==> src/rtl/ifetch_unit_if.sv <==
// Signal bundle between the fetch stage and its neighbours: PC register, imem and decode.
// The master view is the fetch unit itself; the slave view is everything around it.
interface ifetch_unit_if;
    logic [31:0] pc_in;
    logic [31:0] pc_next;
    logic        pc_ena;
    logic        redirect_valid;
    logic [31:0] redirect_target;
    logic        imem_req;
    logic [31:0] imem_addr;
    logic        imem_ack;
    logic [31:0] imem_rdata;
    logic        inst_valid;
    logic        inst_ready;
    logic [31:0] inst;
    logic [31:0] inst_pc;
    logic [1:0]  inst_err;

    modport master (
        input  pc_in,
        output pc_next,
        output pc_ena,
        input  redirect_valid,
        input  redirect_target,
        output imem_req,
        output imem_addr,
        input  imem_ack,
        input  imem_rdata,
        output inst_valid,
        input  inst_ready,
        output inst,
        output inst_pc,
        output inst_err
    );

    modport slave (
        output pc_in,
        input  pc_next,
        input  pc_ena,
        output redirect_valid,
        output redirect_target,
        input  imem_req,
        input  imem_addr,
        output imem_ack,
        output imem_rdata,
        input  inst_valid,
        output inst_ready,
        input  inst,
        input  inst_pc,
        input  inst_err
    );
endinterface

==> src/rtl/ifetch_unit.sv <==
// Instruction fetch stage: drives imem from the current PC, buffers one instruction for
// decode, and feeds the next PC (sequential or redirect) back to the PC register.
module ifetch_unit #(
    parameter logic [31:0] PC_STEP  = 32'd4,
    parameter logic [31:0] INST_NOP = 32'h0,
    parameter int unsigned WAIT_W   = 4,
    parameter int unsigned MAX_WAIT = 15
) (
    input  logic          clk,
    input  logic          rst,
    ifetch_unit_if.master bus
);

    typedef enum logic [1:0] {
        IDLE  = 2'd0,
        FETCH = 2'd1,
        FULL  = 2'd2
    } state_t;

    localparam logic [1:0]        ERR_OK       = 2'b00;
    localparam logic [1:0]        ERR_MISALIGN = 2'b01;
    localparam logic [1:0]        ERR_TIMEOUT  = 2'b10;
    localparam logic [WAIT_W-1:0] WAIT_LIMIT   = WAIT_W'(MAX_WAIT);
    localparam logic [WAIT_W-1:0] WAIT_ONE     = WAIT_W'(1);

    state_t            state_q, state_d;
    logic [31:0]       inst_q, inst_d;
    logic [31:0]       inst_pc_q, inst_pc_d;
    logic [1:0]        inst_err_q, inst_err_d;
    logic [WAIT_W-1:0] wait_cnt_q, wait_cnt_d;

    logic aligned;
    logic in_fetch;
    logic fetch_go;

    assign aligned  = (bus.pc_in[1:0] == 2'b00);
    assign in_fetch = (state_q == FETCH);
    // A fetch is only issued from an aligned PC; misaligned PCs become error entries.
    assign fetch_go = in_fetch && aligned;

    always_ff @(posedge clk or negedge rst) begin
        if (!rst) begin
            state_q    <= IDLE;
            inst_q     <= INST_NOP;
            inst_pc_q  <= '0;
            inst_err_q <= ERR_OK;
            wait_cnt_q <= '0;
        end else begin
            state_q    <= state_d;
            inst_q     <= inst_d;
            inst_pc_q  <= inst_pc_d;
            inst_err_q <= inst_err_d;
            wait_cnt_q <= wait_cnt_d;
        end
    end

    always_comb begin
        state_d    = state_q;
        inst_d     = inst_q;
        inst_pc_d  = inst_pc_q;
        inst_err_d = inst_err_q;
        wait_cnt_d = wait_cnt_q;
        if (bus.redirect_valid) begin
            // Redirect wins over everything: any buffered entry or same-cycle ack is dropped.
            state_d    = FETCH;
            wait_cnt_d = '0;
        end else begin
            case (state_q)
                IDLE: begin
                    state_d = FETCH;
                end
                FETCH: begin
                    if (!aligned) begin
                        state_d    = FULL;
                        inst_d     = INST_NOP;
                        inst_pc_d  = bus.pc_in;
                        inst_err_d = ERR_MISALIGN;
                        wait_cnt_d = '0;
                    end else if (bus.imem_ack) begin
                        state_d    = FULL;
                        inst_d     = bus.imem_rdata;
                        inst_pc_d  = bus.pc_in;
                        inst_err_d = ERR_OK;
                        wait_cnt_d = '0;
                    end else if (wait_cnt_q == WAIT_LIMIT) begin
                        state_d    = FULL;
                        inst_d     = INST_NOP;
                        inst_pc_d  = bus.pc_in;
                        inst_err_d = ERR_TIMEOUT;
                        wait_cnt_d = '0;
                    end else begin
                        wait_cnt_d = wait_cnt_q + WAIT_ONE;
                    end
                end
                FULL: begin
                    if (bus.inst_ready) begin
                        state_d = FETCH;
                    end
                end
                default: begin
                    state_d = IDLE;
                end
            endcase
        end
    end

    always_comb begin
        bus.imem_req = 1'b0;
        bus.pc_ena   = 1'b0;
        bus.pc_next  = bus.pc_in;
        // Gating with rst keeps the PC register untouched while reset is held.
        if (rst) begin
            bus.imem_req = fetch_go;
            if (bus.redirect_valid) begin
                bus.pc_ena  = 1'b1;
                bus.pc_next = bus.redirect_target;
            end else if (fetch_go && bus.imem_ack) begin
                bus.pc_ena  = 1'b1;
                bus.pc_next = bus.pc_in + PC_STEP;
            end
        end
    end

    assign bus.imem_addr  = bus.pc_in;
    assign bus.inst_valid = (state_q == FULL);
    assign bus.inst       = inst_q;
    assign bus.inst_pc    = inst_pc_q;
    assign bus.inst_err   = inst_err_q;

endmodule

==> src/flat_wrapper.sv <==
// flat-port wrapper written by rule: the top's interface ports become plain ports
module ifetch_unit_flat 
#(
    parameter logic [31:0] PC_STEP  = 32'd4,
    parameter logic [31:0] INST_NOP = 32'h0,
    parameter int unsigned WAIT_W   = 4,
    parameter int unsigned MAX_WAIT = 15
)
  (clk, rst, bus_pc_in, bus_pc_next, bus_pc_ena, bus_redirect_valid, bus_redirect_target, bus_imem_req, bus_imem_addr, bus_imem_ack, bus_imem_rdata, bus_inst_valid, bus_inst_ready, bus_inst, bus_inst_pc, bus_inst_err);
  ifetch_unit_if bus_i ();
  input  logic clk;
  input  logic rst;
  input wire logic [$bits(bus_i.pc_in)-1:0] bus_pc_in;
  output wire logic [$bits(bus_i.pc_next)-1:0] bus_pc_next;
  output wire logic [$bits(bus_i.pc_ena)-1:0] bus_pc_ena;
  input wire logic [$bits(bus_i.redirect_valid)-1:0] bus_redirect_valid;
  input wire logic [$bits(bus_i.redirect_target)-1:0] bus_redirect_target;
  output wire logic [$bits(bus_i.imem_req)-1:0] bus_imem_req;
  output wire logic [$bits(bus_i.imem_addr)-1:0] bus_imem_addr;
  input wire logic [$bits(bus_i.imem_ack)-1:0] bus_imem_ack;
  input wire logic [$bits(bus_i.imem_rdata)-1:0] bus_imem_rdata;
  output wire logic [$bits(bus_i.inst_valid)-1:0] bus_inst_valid;
  input wire logic [$bits(bus_i.inst_ready)-1:0] bus_inst_ready;
  output wire logic [$bits(bus_i.inst)-1:0] bus_inst;
  output wire logic [$bits(bus_i.inst_pc)-1:0] bus_inst_pc;
  output wire logic [$bits(bus_i.inst_err)-1:0] bus_inst_err;
  assign bus_i.pc_in = bus_pc_in;
  assign bus_pc_next = bus_i.pc_next;
  assign bus_pc_ena = bus_i.pc_ena;
  assign bus_i.redirect_valid = bus_redirect_valid;
  assign bus_i.redirect_target = bus_redirect_target;
  assign bus_imem_req = bus_i.imem_req;
  assign bus_imem_addr = bus_i.imem_addr;
  assign bus_i.imem_ack = bus_imem_ack;
  assign bus_i.imem_rdata = bus_imem_rdata;
  assign bus_inst_valid = bus_i.inst_valid;
  assign bus_i.inst_ready = bus_inst_ready;
  assign bus_inst = bus_i.inst;
  assign bus_inst_pc = bus_i.inst_pc;
  assign bus_inst_err = bus_i.inst_err;
  ifetch_unit #(.PC_STEP(PC_STEP), .INST_NOP(INST_NOP), .WAIT_W(WAIT_W), .MAX_WAIT(MAX_WAIT)) u_core (.clk(clk), .rst(rst), .bus(bus_i));
endmodule
==> config.mk <==
export PLATFORM = sky130hd
export DESIGN_NAME = ifetch_unit_flat
export DESIGN_NICKNAME = d
export VERILOG_FILES = /design/src/rtl/ifetch_unit_if.sv /design/src/rtl/ifetch_unit.sv /design/src/flat_wrapper.sv
export SDC_FILE = /design/constraint.sdc
export NUM_CORES = 1
export LEC_CHECK = 0
export CAP_MARGIN = 20
export CELL_PAD_IN_SITES_DETAIL_PLACEMENT = 2
export CELL_PAD_IN_SITES_GLOBAL_PLACEMENT = 2
export CORE_ASPECT_RATIO = 2
export CORE_MARGIN = 5
export CORE_UTILIZATION = 19
export DETAILED_ROUTE_END_ITERATION = 8
export PLACE_DENSITY = 0.77
export SLEW_MARGIN = 20
export SYNTH_ARGS = -nofsm -noshare
export SYNTH_HDL_FRONTEND = slang
export SYNTH_SLANG_ARGS = --single-unit
==> constraint.sdc <==
create_clock -name clk -period 3.1 [get_ports clk]
set_clock_uncertainty 0.15 [all_clocks]
set_input_delay 0.62 -clock clk [delete_from_list [all_inputs] [get_ports clk]]
set_output_delay 0.62 -clock clk [all_outputs]
set_load 0.02 [all_outputs]
After elaboration in Yosys (flattened, before gate mapping)
Index checks and enable logic that the tools add are counted.

cells by class
  $add $sub $neg = 2
  bitwise operators = 1
  multiplexer cells = 26
  eq/ne operators = 6
  reduce and logical (&&, ||, !) cells = 7

operator list
  kind                                                    number
  2-to-1 mux 32 bit                                       9
  adder 32 x 3 -> 32 bit (second input constant)          1
  2-to-1 mux 4 bit                                        5
  2-to-1 mux 2 bit                                        7
  one-hot mux 2 bit (3 select lines)                      1
  inequality test 5 bit (second input constant)           1
  adder 4 x 1 -> 4 bit (second input constant)            1
  equality test 4 bit (second input constant)             1
  logical NOT 2 bit                                       2
  2-to-1 mux 1 bit                                        4
  inequality test 3 x 2 -> 1 bit (second input constant)  1
  inequality test 3 bit (second input constant)           1
  AND reduction 3 bit                                     1
  equality test 2 x 1 -> 1 bit (second input constant)    1
  equality test 2 bit (second input constant)             1
  logical AND 1 bit                                       2
  AND reduction 2 bit                                     1
  nonzero test 2 bit                                      1
  inverter 1 bit                                          1

storage, ports and cells
  word-level logic and storage cells = 47
  flip-flop bits (word level) = 72

Depth between registers and ports, before layout
Gate-level depths: netlist of the first run.

  depth in word-level cells = 6
  gate-level depth with buffers = 8

Worst setup path before layout of the first run
OpenSTA, ideal clock, no wires.

  kind = input-to-output
  start = input bus_pc_in[1]
  end = output bus_pc_next[19]
  path buffers = 0
  required time = 2.330 ns
  setup slack = -0.373 ns
  cell stages on the path = 4
  arrival time = 2.703 ns
  cells stage by stage = or4b_4 nor4_4 or2b_1 o311ai_0

on the way
  cells in the longest elaborated chain, start to end = 6
  elaborated cells between the ends (all ways) = 7
  classes of those cells = add/sub: 1; mux: 3; reduce/logical: 3

ends and longest elaborated chain
  what                                                            line                RTL
  start: declaration                                              flat_wrapper.sv:13  input wire logic [$bits(bus_i.pc_in)-1:0] bus_pc_in;
  branches (longest 3 deep; another with adder 32 x 3 -> 32 bit)  n/a
  2-to-1 mux 32 bit *                                             ifetch_unit.sv:117  end else if (fetch_go && bus.imem_ack) begin
  2-to-1 mux 32 bit *                                             ifetch_unit.sv:114  if (bus.redirect_valid) begin
  2-to-1 mux 32 bit *                                             ifetch_unit.sv:112  if (rst) begin
  end: declaration                                                flat_wrapper.sv:14  output wire logic [$bits(bus_i.pc_next)-1:0] bus_pc_next;

Mark *: on every way between the ends.

Worst setup path after layout of the first run
  start = input bus_pc_in[1]
  end = output bus_pc_next[29]

The elaborated chain is that of the path after synthesis.

==> out/summary.txt, run 1 <==
Status: complete, but fails checks
Violated checks: negative setup slack
ANT nets after route: 0
Post-synth EDFFs: 0
Req. time, crit path: 2.33 ns
Crit path arrival time: 2.57 ns
Clock Latency Late Sink: 0.34 ns
Ports: 234
GRT Total Usage: 17.4%
Pre-antenna DRT Iters: 4
Final Critical Period: 3.34 ns
Remaining global-route overflow: 0
Remaining routing DRC violations: 0
TritonCTS buffer count: 9
Avg WL per Cell: 20.7 microns
CP Class: in -> out
Setup ws final: -0.238 ns
H-tree levels: 3
Row count: 77
CP max-delay cell: or4b_4
Hold-fix buffers, CTS: 0
Initial Utilization: 19.2%
Worst path max stage delay: 0.57 ns
Syn_area_per_cell: 8.62 sq um
Design area: 8030 sq um
Drt first-iter violations: 138
Routability Congestion: 0.767
Syn Std Cell Area: 4240 sq um
Placed cell area: 7460 sq um
Vias in the first global route: 5662
Post-layout nets: 893
Fin Hold WS: 0.158 ns
Most frequent cells in the layout: clkdlybuf4s50_1, buf_4, nand2_1, dfrtp_1, o21ai_0
Worst-path fanout max: 4
Initial antenna violation count: 3
Core region area: 22100 sq um
Die W: 116 microns
Worst Tran Pin Value: 0.493 ns
Worst rel slew slack: 67.1%
Via count: 4935
Number of synthesized register bits: 72
CP most frequent cell: buf_6
Hpwl dp: 18100 microns
First-pass GRT wire length: 33800 microns
Commonest non-fill, non-tap cell in the layout: clkdlybuf4s50_1
TritonCTS clock tree: built
Die footprint: 25600 sq um
Worst Hold Class: in -> async
Die Height: 221 microns
Layout cells sized above 1: 30.4%
Setup violations, final: 11
YS warnings: 0
CP Launch Point: bus_pc_in[1]
Via-to-Cell Ratio: 4.60
Critical path cell sequence: buf_6, or4b_4, nor4_4, buf_4, nand3_4, or4_4, nand3_2, buf_6
Max clock buf depth: 2
Clock sink count: 72
Asr flop ratio synth: 100%
Worst flop-to-flop path startpoint: u_core.wait_cnt_q[0]$_DFFE_PN0P_
RSZ-0062 raised after global routing: yes
Worst setup EP type: output pin
Syn_nets: 595
Clk slew on worst S/H paths: 0.07 ns
Routed wire length: 22200 microns
CP startpoint kind: primary input
Worst IR Drop VDD: 229 uV
Fin util: 36.4%
Ys flop type: dfrtp_1
Fin. Hold Viols: 0
P per Cell Area: 440 nW/um^2
Seq/Total Area, Yosys: 42.5%
Leak: 3.44 nW
P&R area growth vs syn: 89.4%
Synth cell types: 53
Max Cap Violations: 0
Post-Synthesis Cells: 492
IO buf count: 233
Fmax: 0.300 GHz
Clk root buf: clkbuf_16
Final count of pins violating max slew: 0
Largest net degree at the start of global routing: 43
Fillers: 2427
Period Utilization, post-route: 108%
==> stage by stage <==
step | setup WS [ns] | total power, W | TNS, ns | instances
after floorplan | -0.138 | 0.00171 | -0.379 | 492
after global placement | -1.12 | 0.00244 | -25.00 | 1049
after detailed placement | -1.17 | 0.00248 | -26.64 | 1049
after CTS | -0.343 | 0.00359 | -2.66 | 1070
after global routing | -0.304 | 0.00372 | -2.60 | 1073
final | -0.238 | 0.00353 | -1.48 | 1073
==> per-layer routing <==
layer | vias to the layer above | share of wire (%) | global-route usage, %
met3 | 22 | 4.8 | 3.44
met1 | 2461 | 34 | 16.8
met2 | 139 | 59 | 34.6
li1 | 2313 | - | -
met4 | 0 | 2.3 | 6.59
met5 | - | 0 | 0
==> sequential cells by signal (all words and copies together) (netlist names) <==
name and count:
u_core.bus.inst 32, u_core.bus.inst_err 2, u_core.bus.inst_pc 32, u_core.state_q 2
u_core.wait_cnt_q 4
==> critical path, delay by kind of cell <==
kind	cells	cell delay, ns
AND/OR/NAND/NOR	5	1.55
buffers and inverters	3	0.39
==> report_power, final <==
part	internal (W)	switching, W
clock network	0.000625	0.000461
registers	0.00108	0.0000725
logic	0.000645	0.000652
==> cell usage after synthesis, types with 3 or more instances <==
cell type | instances | area [sq um]
mux2i_1 | 4 | 40.0
and4_1 | 3 | 26.3
a22oi_1 | 8 | 60.1
nand4_1 | 7 | 43.8
buf_4 | 32 | 240
mux2_2 | 29 | 327
nor2_1 | 22 | 82.6
a211oi_1 | 3 | 22.5
nand3_1 | 22 | 110
clkbuf_1 | 26 | 97.6
dfrtp_1 | 72 | 1800
a21o_1 | 3 | 22.5
o22ai_1 | 11 | 68.8
buf_1 | 3 | 11.3
a21oi_1 | 25 | 125
o21ai_0 | 53 | 265
a31o_2 | 3 | 26.3
o41ai_1 | 3 | 26.3
and2_1 | 3 | 18.8
nand2_1 | 109 | 409
inv_1 | 6 | 22.5
==> final cells by class <==
type / count / area [sq um] / share of cell area [%]
diodes: 3 / 7.51 / 0.0935
clock buffers: 9 / 225 / 2.81
clock inverters: 6 / 68.8 / 0.857
inverters: 6 / 22.5 / 0.281
multi-input cells: 352 / 2360 / 29.4
flip-flops and latches: 72 / 1800 / 22.4
well taps: 276 / 345 / 4.30
repair buffers: 349 / 3200 / 39.8
==> worst paths after layout <==
| kind | end | slack [ns] | depth (start not counted) |
|---|---|---|---|
| max | bus_pc_next[29] | -0.24 | 8 |
| min | u_core.bus.inst_pc[19]$_DFFE_PN0P_ | 0.16 | 2 |
| max reg2reg | u_core.bus.inst_pc[10]$_DFFE_PN0P_ | 1.11 | 6 |
| min reg2reg | u_core.bus.inst[7]$_DFFE_PN0P_ | 0.33 | 2 |
| max in group asynchronous | u_core.wait_cnt_q[1]$_DFFE_PN0P_ | 1.80 | 3 |
| min in group clk | u_core.bus.inst[7]$_DFFE_PN0P_ | 0.33 | 2 |
==> logic make-up after synthesis <==
family,share of synthesized area [%]
buffers and inverters,8.88
multiplexers,8.65
AND/OR/NAND/NOR,21.2
flip-flops,42.5
AO/OA/AOI/OAI,18.2
adder cells (fa/ha/maj),0.590
==> repair_timing <==
action / in CTS / in global routing
gates cloned: 0 / 0
buffers inserted: 8 / 2
gates resized for setup: 220 / 37
endpoints found under the setup margin: 33 / 29
pin swaps: 20 / 8
(Power assumes the default switching activity.)
==> run 2, diff against run 1 <==
--- a/config.mk
+++ b/config.mk
@@ -13,6 +13,7 @@
 export CORE_UTILIZATION = 19
 export DETAILED_ROUTE_END_ITERATION = 8
 export PLACE_DENSITY = 0.77
+export SETUP_SLACK_MARGIN = 0.05
 export SLEW_MARGIN = 20
 export SYNTH_ARGS = -nofsm -noshare
 export SYNTH_HDL_FRONTEND = slang
==> run 2 against run 1 <==
The run still ends with negative setup slack left. Register-to-register slack got worse by 0.08 ns. Cell count fell by 0.56%. Power up 1.3%. Die area unchanged. Global-route usage decreased by 0.13 points. Final area grew 0.69%. Routed wire length rose by 1.0%. Combinational power about the same. Worst hold slack worse by 0.021 ns. Via count is 0.32% higher. Non-clock buffer count down 4. Critical path depth fell by 2.
==> out/summary.txt, run 2 (synthesized netlist as in run 1, its figures left out) <==
Commonest non-fill, non-tap cell in the layout: clkdlybuf4s50_1
Internal power: 0.00236 W (+0.68%)
First-pass GRT wire length: 33300 microns (-1.4%)
GRT Total Usage: 17.3% (-0.13 points)
Worst IR Drop VDD: 230 uV (+0.37%)
IO buf count: 233 (unchanged)
Period Utilization, post-route: 108% (+0.80 points)
Layout cells sized above 1: 31.9% (+1.5 points)
Register share of total power: 32.1% (-0.4 points)
Die W: 116 microns (unchanged)
Buffers and inverters on the worst path: 2 (-1)
# diodes: 0 (-3)
Via-to-Cell Ratio: 4.64 (+0.89%)
CP max-delay cell: or4b_4
Clock power share: 30.9% (about the same)
TritonCTS buffer count: 9 (unchanged)
Clock Latency Late Sink: 0.36 ns (+0.02 ns)
Clock sink count: 72 (unchanged)
H-tree levels: 3 (unchanged)
Worst setup EP type: output pin
Clk slew on worst S/H paths: 0.07 ns (about the same)
Row count: 77 (unchanged)
Initial Utilization: 19.2% (unchanged)
Clk root buf: clkbuf_16
Design area: 8080 sq um (+0.69%)
Largest net degree at the start of global routing: 51 (+19%)
Die footprint: 25600 sq um (unchanged)
Hpwl dp: 17800 microns (-1.3%)
Fin. Hold Viols: 0 (unchanged)
Routed wire length: 22400 microns (+1.0%)
Final count of pins violating max slew: 0 (unchanged)
Pre-antenna DRT Iters: 4 (unchanged)
Critical path cell sequence: or4b_4, nor4_4, buf_4, or3b_4, a31o_4, buf_6
RSZ-0062 raised after global routing: yes
Leak: 3.46 nW (+0.54%)
ANT nets after route: 0 (unchanged)
Max clock buf depth: 2 (unchanged)
Violated checks: negative setup slack
CP Class: reg -> out
Core region area: 22100 sq um (unchanged)
Vias in the first global route: 5656 (-0.11%)
Setup ws final: -0.263 ns (-0.0248 ns)
Sw frac: 34.0% (+0.43 points)
CP startpoint kind: register
Combinational power share: 36.9% (+0.2 points)
Worst Tran Pin Value: 0.428 ns (-0.0647 ns)
CP delay by family, top: simple AND/OR/NAND/NOR gates
Most frequent cells in the layout: clkdlybuf4s50_1, buf_4, nand2_1, dfrtp_1, o21ai_0
Hold-fix buffers, CTS: 0 (unchanged)
P&R area growth vs syn: 90.7%
Remaining routing DRC violations: 0 (unchanged)
Drt first-iter violations: 112 (-19%)
Max Cap Violations: 0 (unchanged)
Worst rel slew slack: 71.4% (+4.2 points)
Fin Hold WS: 0.137 ns (-0.0214 ns)
TritonCTS clock tree: built
Net Sw Power: 0.00122 W (+2.7%)
Req. time, crit path: 2.33 ns (about the same)
Worst-path fanout max: 4 (unchanged)
Avg WL per Cell: 21.0 microns (+1.6%)
Via count: 4951 (+0.32%)
Status: complete, but fails checks
Worst Hold Class: in -> async
Die Height: 221 microns (unchanged)
Initial antenna violation count: 0 (-3)
Routability Congestion: 0.779 (+1.5%)
Remaining global-route overflow: 0 (unchanged)
Final Critical Period: 3.36 ns (+0.0248 ns)
Ports: 234 (unchanged)
Post-layout nets: 889 (-0.45%)
Placed cell area: 7410 sq um (-0.72%)
TNS Setup: -2.16 ns (-0.673 ns)
P per Cell Area: 443 nW/um^2 (+0.65%)
Worst path max stage delay: 0.54 ns (-0.03 ns)
Crit path arrival time: 2.59 ns (+0.02 ns)
Fmax: 0.297 GHz (-0.74%)
Setup violations, final: 19 (+8)
==> run 2: changes by cell type in the layout (fill, tap and decap cells not counted), moves of 3 or more <==
cell,delta
o21ai_1,+3
clkdlybuf4s15_1,-4
a21oi_1,-5
diode_2,-3
a21oi_2,+5
o21ai_0,-4
buf_4,-3
dlymetal6s2s_1,+3
==> run 2: per-stage QoR <==
step                cells  util, %  total power (W)  setup slack (ns)
floorplan             492        -          0.00171           -0.0514
global placement     1039     33.6          0.00245             -1.02
detailed placement   1039     33.6          0.00248             -1.06
CTS                  1063     35.7          0.00362            -0.338
global route         1067     36.6          0.00376            -0.349
finish               1067     36.6          0.00358            -0.263
==> run 2: metal layers <==
metal	vias up	GRT usage, %	wire length, microns	share of wire (%)
li1	2308	-	-	-
met1	2471	16.3	7320	33
met2	145	34.6	13300	59
met3	27	3.99	1210	5.4
met4	0	6.07	554	2.5
met5	-	0	0	0
==> run 2: final timing paths <==
path	start	endpoint	slack (ns)	cells past startpoint
max	u_core.state_q[1]$_DFFE_PN0P_	bus_pc_next[13]	-0.26	6
min	rst	u_core.bus.inst_pc[19]$_DFFE_PN0P_	0.14	2
max reg2reg	u_core.wait_cnt_q[0]$_DFFE_PN0P_	u_core.bus.inst_pc[31]$_DFFE_PN0P_	1.03	6
min reg2reg	u_core.bus.inst[3]$_DFFE_PN0P_	u_core.bus.inst[3]$_DFFE_PN0P_	0.33	2
max in group asynchronous	rst	u_core.wait_cnt_q[2]$_DFFE_PN0P_	2.05	3
min in group clk	u_core.bus.inst[3]$_DFFE_PN0P_	u_core.bus.inst[3]$_DFFE_PN0P_	0.33	2
==> run 2: timing repair <==
item / in CTS / in global routing
endpoints found under the setup margin: 34 / 32
setup buffers: 8 / 5
gates cloned: 0 / 0
gates resized for setup: 194 / 65
pin swaps: 21 / 14
==> run 2: area by class of cell <==
type | count | area (sq um)
Fill cell | 2412 | 14000
Clock buffer | 9 | 225
Sequential cell | 72 | 1800
Clock inverter | 7 | 77.6
Tap cell | 276 | 345
Timing Repair Buffer | 345 | 3200
Inverter | 6 | 22.5
Multi-Input combinational cell | 352 | 2410
==> run 2: power groups by stage <==
| stage | combinational [W] | clock (W) | sequential (W) |
|---|---|---|---|
| CTS | 0.00132 | 0.00115 | 0.00115 |
| finish | 0.00132 | 0.00111 | 0.00115 |
| global placement | 0.00129 | 0 | 0.00116 |
| floorplan | 0.000383 | 0 | 0.00133 |
| global route | 0.00140 | 0.00119 | 0.00117 |
| detailed placement | 0.00131 | 0 | 0.00117 |
